--- src/rtl/glitch_ctrl.sv ---
// UART-commanded fault-injection controller: a 5-byte packet parser programs delay/width
// registers and arms a single-shot glitch FSM that fires a pulse after a trigger edge.
module glitch_ctrl #(
  parameter int CNT_W   = 16,
  parameter int TIMEOUT = 1000
) (
  input  logic       clk,
  input  logic       rst,
  input  logic       rx_dv,
  input  logic [7:0] rx_byte,
  input  logic       trigger,
  output logic       glitch_out,
  output logic       armed,
  output logic       busy,
  output logic       ack_dv,
  output logic [7:0] ack_byte
);

  localparam logic [7:0] SYNC_BYTE = 8'hA5;
  localparam logic [7:0] ACK_BYTE  = 8'h06;
  localparam logic [7:0] NAK_BYTE  = 8'h15;
  localparam logic [7:0] OP_DELAY  = 8'h01;
  localparam logic [7:0] OP_WIDTH  = 8'h02;
  localparam logic [7:0] OP_ARM    = 8'h03;
  localparam logic [7:0] OP_ABORT  = 8'h04;

  localparam int              TO_W    = (TIMEOUT > 1) ? $clog2(TIMEOUT) : 1;
  localparam logic [TO_W-1:0] TO_LAST = TO_W'(TIMEOUT - 1);
  localparam logic [TO_W-1:0] TO_ONE  = TO_W'(1);
  localparam logic [CNT_W-1:0] CNT_ONE = CNT_W'(1);

  typedef enum logic [2:0] {P_SYNC, P_OP, P_ARGH, P_ARGL, P_CSUM} p_state_t;
  typedef enum logic [1:0] {G_IDLE, G_ARMED, G_DELAY, G_PULSE} g_state_t;

  function automatic logic [CNT_W-1:0] fit_cnt(input logic [15:0] v);
    return CNT_W'(v);
  endfunction

  p_state_t         p_q, p_nx;
  logic [TO_W-1:0]  to_q, to_nx;
  logic [7:0]       op_q, arg_hi_q, arg_lo_q;

  g_state_t         g_q, g_nx;
  logic [CNT_W-1:0] cnt_q, cnt_nx;
  logic [CNT_W-1:0] delay_q, width_q;
  logic             trig_p1, trig_edge;
  logic             glitch_nx, armed_nx, busy_nx;

  logic             cmd_vld_p0, csum_ok_p0, op_ok_p0, ack_ok_p0;
  logic             wr_delay_p0, wr_width_p0, arm_p0, abort_p0;

  // ---- parser: state register ----
  always_ff @(posedge clk or negedge rst) begin
    if (!rst) begin
      p_q  <= P_SYNC;
      to_q <= '0;
    end else begin
      p_q  <= p_nx;
      to_q <= to_nx;
    end
  end

  always_ff @(posedge clk) begin
    if (rx_dv) begin
      case (p_q)
        P_OP:    op_q     <= rx_byte;
        P_ARGH:  arg_hi_q <= rx_byte;
        P_ARGL:  arg_lo_q <= rx_byte;
        default: ;
      endcase
    end
  end

  // ---- parser: next state and inter-byte timeout ----
  always_comb begin
    p_nx  = p_q;
    to_nx = to_q;
    if (rx_dv) begin
      to_nx = '0;
      case (p_q)
        P_SYNC:  if (rx_byte == SYNC_BYTE) p_nx = P_OP;
        P_OP:    p_nx = P_ARGH;
        P_ARGH:  p_nx = P_ARGL;
        P_ARGL:  p_nx = P_CSUM;
        default: p_nx = P_SYNC;
      endcase
    end else if (p_q != P_SYNC) begin
      if (to_q == TO_LAST) begin
        p_nx  = P_SYNC;
        to_nx = '0;
      end else begin
        to_nx = to_q + TO_ONE;
      end
    end
  end

  // ---- p0: command decode on the checksum byte ----
  always_comb begin
    cmd_vld_p0 = rx_dv && (p_q == P_CSUM);
    csum_ok_p0 = (rx_byte == (op_q ^ arg_hi_q ^ arg_lo_q));
    case (op_q)
      OP_DELAY, OP_WIDTH, OP_ARM: op_ok_p0 = !((g_q == G_DELAY) || (g_q == G_PULSE));
      OP_ABORT:                   op_ok_p0 = 1'b1;
      default:                    op_ok_p0 = 1'b0;
    endcase
    ack_ok_p0   = cmd_vld_p0 && csum_ok_p0 && op_ok_p0;
    wr_delay_p0 = ack_ok_p0 && (op_q == OP_DELAY);
    wr_width_p0 = ack_ok_p0 && (op_q == OP_WIDTH);
    arm_p0      = ack_ok_p0 && (op_q == OP_ARM);
    abort_p0    = ack_ok_p0 && (op_q == OP_ABORT);
  end

  // ---- p1: response strobe and register writes ----
  always_ff @(posedge clk or negedge rst) begin
    if (!rst) begin
      ack_dv   <= 1'b0;
      ack_byte <= 8'h00;
      delay_q  <= '0;
      width_q  <= CNT_ONE;
    end else begin
      ack_dv <= cmd_vld_p0;
      if (cmd_vld_p0) ack_byte <= ack_ok_p0 ? ACK_BYTE : NAK_BYTE;
      if (wr_delay_p0) delay_q <= fit_cnt({arg_hi_q, arg_lo_q});
      if (wr_width_p0) width_q <= fit_cnt({arg_hi_q, arg_lo_q});
    end
  end

  assign trig_edge = trigger && !trig_p1;

  // ---- glitch FSM: state register with registered outputs ----
  always_ff @(posedge clk or negedge rst) begin
    if (!rst) begin
      g_q        <= G_IDLE;
      cnt_q      <= '0;
      trig_p1    <= 1'b0;
      glitch_out <= 1'b0;
      armed      <= 1'b0;
      busy       <= 1'b0;
    end else begin
      g_q        <= g_nx;
      cnt_q      <= cnt_nx;
      trig_p1    <= trigger;
      glitch_out <= glitch_nx;
      armed      <= armed_nx;
      busy       <= busy_nx;
    end
  end

  // Abort outranks a same-cycle trigger edge and any count completion.
  always_comb begin
    g_nx   = g_q;
    cnt_nx = cnt_q;
    case (g_q)
      G_IDLE: if (arm_p0) g_nx = G_ARMED;
      G_ARMED: begin
        if (abort_p0) begin
          g_nx = G_IDLE;
        end else if (trig_edge) begin
          g_nx   = G_DELAY;
          cnt_nx = delay_q;
        end
      end
      G_DELAY: begin
        if (abort_p0) begin
          g_nx = G_IDLE;
        end else if (cnt_q == '0) begin
          if (width_q == '0) begin
            g_nx = G_IDLE;
          end else begin
            g_nx   = G_PULSE;
            cnt_nx = width_q - CNT_ONE;
          end
        end else begin
          cnt_nx = cnt_q - CNT_ONE;
        end
      end
      default: begin
        if (abort_p0 || (cnt_q == '0)) g_nx = G_IDLE;
        else                           cnt_nx = cnt_q - CNT_ONE;
      end
    endcase
  end

  always_comb begin
    armed_nx  = (g_nx == G_ARMED);
    busy_nx   = (g_nx == G_DELAY) || (g_nx == G_PULSE);
    glitch_nx = (g_nx == G_PULSE);
  end

endmodule

--- config.mk ---
export PLATFORM = sky130hd
export DESIGN_NAME = glitch_ctrl
export DESIGN_NICKNAME = d
export VERILOG_FILES = /design/src/rtl/glitch_ctrl.sv
export SDC_FILE = /design/constraint.sdc
export NUM_CORES = 1
export LEC_CHECK = 0
export CORE_ASPECT_RATIO = 1.4
export CORE_MARGIN = 8
export CORE_UTILIZATION = 30
export DETAILED_ROUTE_END_ITERATION = 10
export PLACE_DENSITY_LB_ADDON = 0.12
export SETUP_SLACK_MARGIN = 0.02
export SLEW_MARGIN = 20
export SYNTH_ARGS = -nofsm -noshare
export SYNTH_HDL_FRONTEND = slang
export SYNTH_SLANG_ARGS = --single-unit
--- constraint.sdc ---
create_clock -name clk -period 2.9 [get_ports clk]
set_clock_uncertainty 0.2 [all_clocks]
set_input_delay 0.58 -clock clk [delete_from_list [all_inputs] [get_ports clk]]
set_output_delay 0.58 -clock clk [all_outputs]
set_load 0.005 [all_outputs]
==> results of run 1 <==
[cell usage after synthesis, types with 11 or more instances]
master    instances  area share, %
dfrtp_1          70             34
xnor2_1          24            4.1
o21ai_0          38            3.7
inv_1            13           0.95
nor3_1           20            1.9
mux2_2           32            7.0
nand3_1          11            1.1
nor2_1           32            2.3
edfxtp_1         24             14
clkbuf_1         13           0.95
nand2_1          47            3.4
a21oi_1          18            1.8
xor2_1           16            2.7
[worst paths after layout]
check	slack (ns)	endpoint	from
worst max register to register	0.17	cnt_q[14]	width_q[10]
worst min register to register	0.27	ack_byte[2]	ack_byte[2]
worst max-delay path	0.17	cnt_q[14]	width_q[10]
max in group asynchronous	1.72	width_q[11]	rst
worst min-delay path	0.17	cnt_q[5]	rst
min in group clk	0.27	ack_byte[2]	ack_byte[2]
[sequential cells by signal (all words and copies together) (netlist names)]
name / flops
ack_byte: 3
trig_p1: 1
to_q: 10
g_q: 2
glitch_out: 1
cnt_q: 16
arg_lo_q: 8
width_q: 16
armed: 1
busy: 1
op_q: 8
delay_q: 16
p_q: 3
arg_hi_q: 8
ack_dv: 1
[per-stage QoR]
stage          hold WS [ns]  cell area (sq um)
2_1_floorplan        0.0844               5150
3_3_place_gp          0.249               5830
3_5_place_dp          0.253               5830
4_1_cts               0.223               6130
5_1_grt               0.252               6180
6_report              0.174               6180
[per-layer routing]
| metal | vias to the layer above | GRT usage (%) | part of all wire, % |
|---|---|---|---|
| met5 | - | 0 | 0 |
| met2 | 58 | 23.4 | 52 |
| li1 | 1907 | - | - |
| met1 | 1941 | 15.0 | 42 |
| met3 | 19 | 2.46 | 2.9 |
| met4 | 0 | 5.97 | 2.6 |
[area by class of cell]
class | count | share of cell area [%]
Clock buffer | 10 | 3.70
Timing Repair Buffer | 62 | 8.66
Sequential cell | 95 | 40.4
Tap cell | 203 | 4.11
Clock inverter | 6 | 1.23
Inverter | 13 | 0.789
Multi-Input combinational cell | 367 | 41.1
[cells by family after synthesis]
group                      share of synthesized area, %
adders and majority gates                          2.19
other                                            0.0729
muxes                                              7.20
AOI/OAI and AO/OA                                  14.7
buffers and inverters                              3.24
xor gates and xnor gates                           6.81
DFF                                                48.6
and+or+nand+nor                                    17.2
[power by group through the flow]
stage,logic [mW],clock network [mW],registers [mW]
finish,1.66,1.25,1.79
floorplan,1.07,0,1.73
global route,1.83,1.33,1.82
global placement,1.59,0,1.81
detailed placement,1.59,0,1.81
CTS,1.60,1.29,1.79
==> flow_summary.ini, run 1 <==
[pwr]
power_density_mw_per_mm2 = 760
pwr-share-comb_pct = 35.4
clock_power_share_pct = 26.6
seqPwrFrac_pct = 38.0
switching_share_pct = 36.6
total_power_mw = 4.70
power_switching_mw = 1.72
vdd_ir_drop_max_v = 0.000399
leakagePower_nw = 2.65
power.internal_mw = 2.98

[setup_path]
crit_type = flip-flop to flip-flop
ff2ff_path_depth = 7
critical_path.endpoint_type = flip-flop
slowest_stage = or4_4
critPathRequiredTime_ns = 2.95
crit_cells = 7
startpoint_type = flip-flop
worst_ep_arrival_time_ns = 2.78
crit_family = simple AND/OR/NAND/NOR gates
cp_num_buf_inv = 0
critPathMaxStageDelay_ns = 0.57
critical_path.max_fanout = 7
crit_chain = or4_4 > or4b_4 > o41ai_4 > a21oi_4 > o31a_4 > o21a_1 > o21a_1
critPathMostFrequentCell = o21a_1

[cts]
cts.repair.resized = 0
htreeDepth = 3
clock_sinks = 95
postCtsSetupRepairBufs = 0
ctsLongestPathBuffers = 2
cts_tree = yes
clkLatencyLatePin_ns = 0.36
cts_hold_buf = 0
cts_root_buf = clkbuf_16
cts_buffers = 9
cts.clk_slew.worst_paths_ns = 0.07

[global_routing]
antenna_found_initial = 0
first_global_vias = 4055
grt_first_pass_wirelength_microns = 22100
overflow = 0
grt_max_degree = 72
grt_use_total_pct = 13.2

[finish]
nNetsFinal = 569
antenna_cells = 0
multi_input_area_sq_mm = 0.00254
final_common_cell = dfrtp_1
drive_gt1_share_pct = 20.4
syn2layout_area_growth_pct = 20.2
nFillCells = 1647
seqCellArea_sq_mm = 0.00250
final_cell_mix = dfrtp_1 (70), nand2_1 (47), buf_4 (42)
final_core_util_pct = 36.9
instances_no_fill = 756

[timing]
finalSetupTns_ns = 0
fin_crit_sh_pct = 94.2
fmax_ghz = 0.366
final_max_slew_viol_count = 0
min_period_ns = 2.73
hold_viol_final = 0
setup_ws_ns = 0.169
rsz0062_at_grt = false
final-setup-viol-count = 0
slew_headroom_pct = 36.7
tightest_slew_ns = 0.949

[floorplan]
start_util_pct = 30.7
die_y_microns = 171
core-area_sq_mm = 0.0167
dieWidth_microns = 127
die_area_sq_mm = 0.0216
row_count = 56
io_pins = 24

[synth]
synth_ff_type = dfrtp_1
synth.distinct_cells = 67
ys_seq_elements = 95
netlist_instances = 493
netlist_area_sq_mm = 0.00514
syn_avg_cell_area_sq_um = 10.4
synthArstFlopShare_pct = 74.7
synth_edf_count = 24
ys_seq_area_share_pct = 48.6
synth_warnings = 0

[status]
status = complete, no violations

[routing]
ant_nets = 0
num_vias = 3925
viasPerCell = 5.19
drc = 0
post_drt_wl_per_cell_microns = 18.3
drt_iter0_markers = 176
routed_wl_microns = 13800
dr.pass1.iters = 4

[placed_design]
dp.cells = 739
portBuffers = 19
place_ws_ns = -0.278
place.gp.congestion = 0.797
hpwl_microns = 10200

[hold_path]
hp-class = primary input to async pin

[flow_run]
maxCapViolCount = 0
No activity file was read; power rests on OpenSTA's default activity.
==> run 2: changes to the inputs <==
Settings changed: CORE_ASPECT_RATIO 1.4 to 0.7, SETUP_SLACK_MARGIN 0.02 to 0.2.
==> run 2 against run 1 <==
Critical path depth is 1 higher. Cell area up 6.0%. Combinational power up 12%. Sequential share of layout area fell by 2.3 points. First-iteration DRC count grew 67%. Via count increased by 2.6%. Routed wire length grew 6.4%. Clock power barely moved. Sequential cell count unchanged. Die area about the same. Critical path type unchanged.
==> flow_summary.ini, run 2 (synthesis results as in run 1) <==
[flow_run]
maxCapViolCount = 0

[setup_path]
critical_path.endpoint_type = flip-flop
critical_path.max_fanout = 8
worst_ep_arrival_time_ns = 2.75
critPathRequiredTime_ns = 2.93
r2r_setup_slack_ns = 0.19
crit_end = cnt_q[0]
rr_endpoint = cnt_q[0]
ff2ff_path_depth = 8
crit_type = flip-flop to flip-flop
startpoint_type = flip-flop
reg2reg_from = width_q[7]
startpoint = width_q[7]

[finish]
drive_gt1_share_pct = 26.9
final_common_cell = dfrtp_1
antenna_cells = 0
reg_top3 = cnt_q x16, delay_q x16, width_q x16
postLayoutCellArea_sq_mm = 0.00655
final_cell_mix = dfrtp_1 (70), buf_4 (58), nand2_1 (47)
syn2layout_area_growth_pct = 27.4
nNetsFinal = 592

[floorplan]
die_area_sq_mm = 0.0217
die_y_microns = 126
core-area_sq_mm = 0.0170
dieWidth_microns = 172
row_count = 40
io_pins = 24
start_util_pct = 30.3

[pwr]
leakagePower_nw = 2.82
vdd_ir_drop_max_v = 0.000392
switching_share_pct = 37.0
seqPwrFrac_pct = 36.8
pwr-share-comb_pct = 38.2
power_density_mw_per_mm2 = 742
clock_power_share_pct = 25.1
power.internal_mw = 3.06
power_switching_mw = 1.80

[global_routing]
grt_max_degree = 42
grt_first_pass_wirelength_microns = 23400
antenna_found_initial = 0
grt_use_total_pct = 14.2
first_global_vias = 3979
overflow = 0

[cts]
clock_sinks = 95
htreeDepth = 3
cts_tree = yes
cts.clk_slew.worst_paths_ns = 0.07
cts_buffers = 9
cts_root_buf = clkbuf_16
clkLatencyLatePin_ns = 0.36
ctsLongestPathBuffers = 2

[routing]
ant_nets = 0
viasPerCell = 4.99
num_vias = 4029
drt_iter0_markers = 294
post_drt_wl_per_cell_microns = 18.2
routed_wl_microns = 14700
drc = 0
dr.pass1.iters = 4

[placed_design]
hpwl_microns = 10700
dpl_cell_area_sq_mm = 0.00594
place.gp.congestion = 0.835
portBuffers = 19
place_ws_ns = -0.333

[timing]
setup_ws_ns = 0.185
final-setup-viol-count = 0
fmax_ghz = 0.368
finalSetupTns_ns = 0
tightest_slew_ns = 0.597
min_period_ns = 2.71
final_max_slew_viol_count = 0
slew_headroom_pct = 59.7
hold_viol_final = 0
fin_crit_sh_pct = 93.6
rsz0062_at_grt = true

[status]
status = complete, no violations

[hold_path]
hp-class = flip-flop to flip-flop
run 2: cell count changes in the layout (fill, tap and decap cells not counted), moves of 3 or more:
cell,before,now
buf_4,42,58
clkdlybuf4s50_1,18,10
dlygate4sd2_1,0,6
buf_6,0,4
nor3_1,19,16
nor4_1,8,5
o21ai_0,36,33
run 2: layer usage:
layer  GRT usage [%]  routed length [microns]  vias to the layer above
li1                -                        -                     1954
met5               0                        0                        -
met3            3.55                      705                       11
met1            21.5                     7810                     1976
met2            19.6                     6050                       88
met4            3.29                      136                        0
run 2: final cells by class:
type / count / area [sq um]
clock buffer: 12 / 268
clock inverter: 4 / 35.0
fill: 1635 / 10400
inverter: 13 / 48.8
multi-input combinational: 367 / 2660
sequential: 95 / 2500
tap: 231 / 289
timing repair buffer: 85 / 756
run 2: how the worst min path moves through the flow:
stage | slack, ns | to | start | cells past startpoint
after detailed placement | 0.29 | cnt_q[11] | cnt_q[11] | 1
after global routing | 0.34 | delay_q[9] | delay_q[9] | 1
after global placement | 0.28 | to_q[1] | to_q[1] | 2
final | 0.30 | to_q[9] | to_q[9] | 1
after floorplan | 0.08 | ack_byte[0] | rst | 0
after CTS | 0.30 | to_q[9] | to_q[9] | 1
run 2: critical path: stages (launching register included):
cell     delay (ns)
dfrtp_1        0.38
or4_4          0.54
or4b_4         0.57
o41ai_4        0.27
a21oi_2        0.17
o31ai_4        0.11
buf_6          0.16
buf_16         0.13
a21oi_1        0.07
run 2: per-stage QoR:
step	std cells	hold WS (ns)	util (%)	power, mW
after floorplan	496	0.0844	-	2.80
after global placement	776	0.285	35.0	3.44
after detailed placement	776	0.294	35.0	3.45
after CTS	802	0.304	38.1	4.85
after global routing	807	0.342	38.6	5.16
final	807	0.298	38.6	4.86
run 2: repair_timing:
item,CTS,global route
hold buffers,1,0
resized for setup,29,19
setup endpoints to repair,53,52
endpoints found under the hold margin,29,0
pin swaps,20,9
cloned,3,0
buffers inserted,6,5
run 2: power by group through the flow:
| stage | sequential (mW) | combinational, mW | clock [mW] |
|---|---|---|---|
| finish | 1.79 | 1.86 | 1.22 |
| global route | 1.82 | 2.04 | 1.30 |
| CTS | 1.78 | 1.81 | 1.26 |
| detailed placement | 1.81 | 1.64 | 0 |
| global placement | 1.80 | 1.64 | 0 |
| floorplan | 1.73 | 1.07 | 0 |
==> run 3: changes to the inputs <==
Clock period 2.9 ns to 3.1 ns, I/O delays scaled along.
==> run 3 against run 2 <==
Sequential share of layout area increased by 1.7 points. Via count decreased by 1.6%. Fmax decreased by 2.5%. Die area unchanged. Sequential power decreased by 6%. Total power decreased by 11%. Critical path type unchanged. Routed wire length decreased by 5.0%. Cell area decreased by 4.3%.
==> flow_summary.ini, run 3 (synthesis results as in run 1) <==
[status]
status = complete, no violations

[routing]
ant_nets = 0
dr.pass1.iters = 5
num_vias = 3965
post_drt_wl_per_cell_microns = 17.8
routed_wl_microns = 14000
viasPerCell = 5.06
drc = 0
drt_iter0_markers = 288

[cts]
cts_tree = yes
cts_buffers = 9
cts_root_buf = clkbuf_16
htreeDepth = 3
clkLatencyLatePin_ns = 0.35
cts_hold_buf = 0
clock_sinks = 95
ctsLongestPathBuffers = 2
cts.clk_slew.worst_paths_ns = 0.07

[placed_design]
hpwl_microns = 10100
portBuffers = 19
place_ws_ns = -0.132
place.gp.congestion = 0.851

[global_routing]
grt_max_degree = 72
top_usage_layer = met1
antenna_found_initial = 0
grt_util_met2_pct = 17.5
met3_usage_pct = 3.46
overflow = 0
met1_usage_pct = 20.4
first_global_vias = 3802
grt_first_pass_wirelength_microns = 22100
grt_use_total_pct = 13.1

[timing]
rsz0062_at_grt = true
fmax_ghz = 0.359
final_max_slew_viol_count = 0
fin_crit_sh_pct = 89.9
min_period_ns = 2.79
setup_ws_ns = 0.314
timing.hold.ws_ns = 0.233
final-setup-viol-count = 0
slew_headroom_pct = 34.8
hold_viol_final = 0
tightest_slew_ns = 0.978

[floorplan]
row_count = 40
die_y_microns = 126
io_pins = 24
start_util_pct = 30.3
dieWidth_microns = 172
core-area_sq_mm = 0.0170
die_area_sq_mm = 0.0217

[setup_path]
critPathMostFrequentCell = nor4b_2
cp_num_buf_inv = 0
crit_chain = or4_4 > or4b_4 > nor4b_2 > nor4b_2 > nor2_1 > o21ai_0 > a21oi_1
startpoint_type = flip-flop
critical_path.endpoint_type = flip-flop
critPathRequiredTime_ns = 3.17
crit_family = simple AND/OR/NAND/NOR gates
critical_path.max_fanout = 5
worst_ep_arrival_time_ns = 2.86
slowest_stage = or4_4
critPathMaxStageDelay_ns = 0.55
crit_type = flip-flop to flip-flop

[finish]
nNetsFinal = 568
drive_gt1_share_pct = 21.7
final_common_cell = dfrtp_1
final_cell_mix = dfrtp_1 (69), nand2_1 (47), buf_4 (37)
syn2layout_area_growth_pct = 22.0
reg_top3 = cnt_q x16, delay_q x16, width_q x16
antenna_cells = 0

[pwr]
seqPwrFrac_pct = 39.0
power_density_mw_per_mm2 = 691
leakagePower_nw = 2.69
vdd_ir_drop_max_v = 0.000265
pwr-share-comb_pct = 35.6
power.internal_mw = 2.72
power_switching_mw = 1.61
clock_power_share_pct = 25.3
switching_share_pct = 37.2

[hold_path]
hp-class = primary input to async pin

[flow_run]
maxCapViolCount = 0
==> run 3: per-stage QoR <==
stage / util (%) / TNS (ns) / std cells / instance area, sq um / power [mW]
after floorplan: - / 0 / 496 / 5150 / 2.62
after global placement: 34.1 / -2.19 / 759 / 5790 / 3.14
after detailed placement: 34.1 / -1.05 / 759 / 5790 / 3.13
after CTS: 35.9 / 0 / 775 / 6090 / 4.26
after global routing: 37.0 / 0 / 783 / 6270 / 4.62
final: 37.0 / 0 / 783 / 6270 / 4.33
==> run 3: power groups by stage <==
stage                     logic, mW  clock network (mW)  registers [mW]
final                          1.54                1.10            1.69
after global routing           1.71                1.19            1.73
after CTS                      1.43                1.14            1.68
after detailed placement       1.42                   0            1.71
after global placement         1.43                   0            1.71
after floorplan                1.00                   0            1.62
==> run 3: layout make-up <==
class | instances | area, sq um
Fill cell | 1701 | 10700
Multi-Input combinational cell | 366 | 2560
Sequential cell | 95 | 2500
Timing Repair Buffer | 62 | 587
Tap cell | 231 | 289
Clock buffer | 9 | 225
Clock inverter | 7 | 68.8
Inverter | 13 | 48.8
==> run 3: timing repair <==
| action | CTS | global route |
|---|---|---|
| gates cloned | 0 | 1 |
| resized for setup | 1 | 23 |
| pin swaps | 0 | 7 |
| setup buffers | 0 | 7 |
| endpoints found under the setup margin | 1 | 47 |
==> run 3: metal layers <==
metal	wire, microns	part of all wire [%]	vias to the layer above
li1	-	-	1905
met1	7480	54	1967
met2	5670	41	83
met3	693	5.0	10
met4	136	0.97	0
met5	0	0	-
==> run 3: path summary, 6_finish.rpt <==
kind	start	endpoint	slack, ns	cells after the start
min in group clk	ack_byte[2]	ack_byte[2]	0.27	1
setup / recovery	width_q[8]	armed	0.31	7
hold reg to reg	ack_byte[2]	ack_byte[2]	0.27	1
max in group asynchronous	rst	width_q[8]	1.79	1
setup reg to reg	width_q[8]	armed	0.31	7
hold / removal	rst	cnt_q[5]	0.23	1
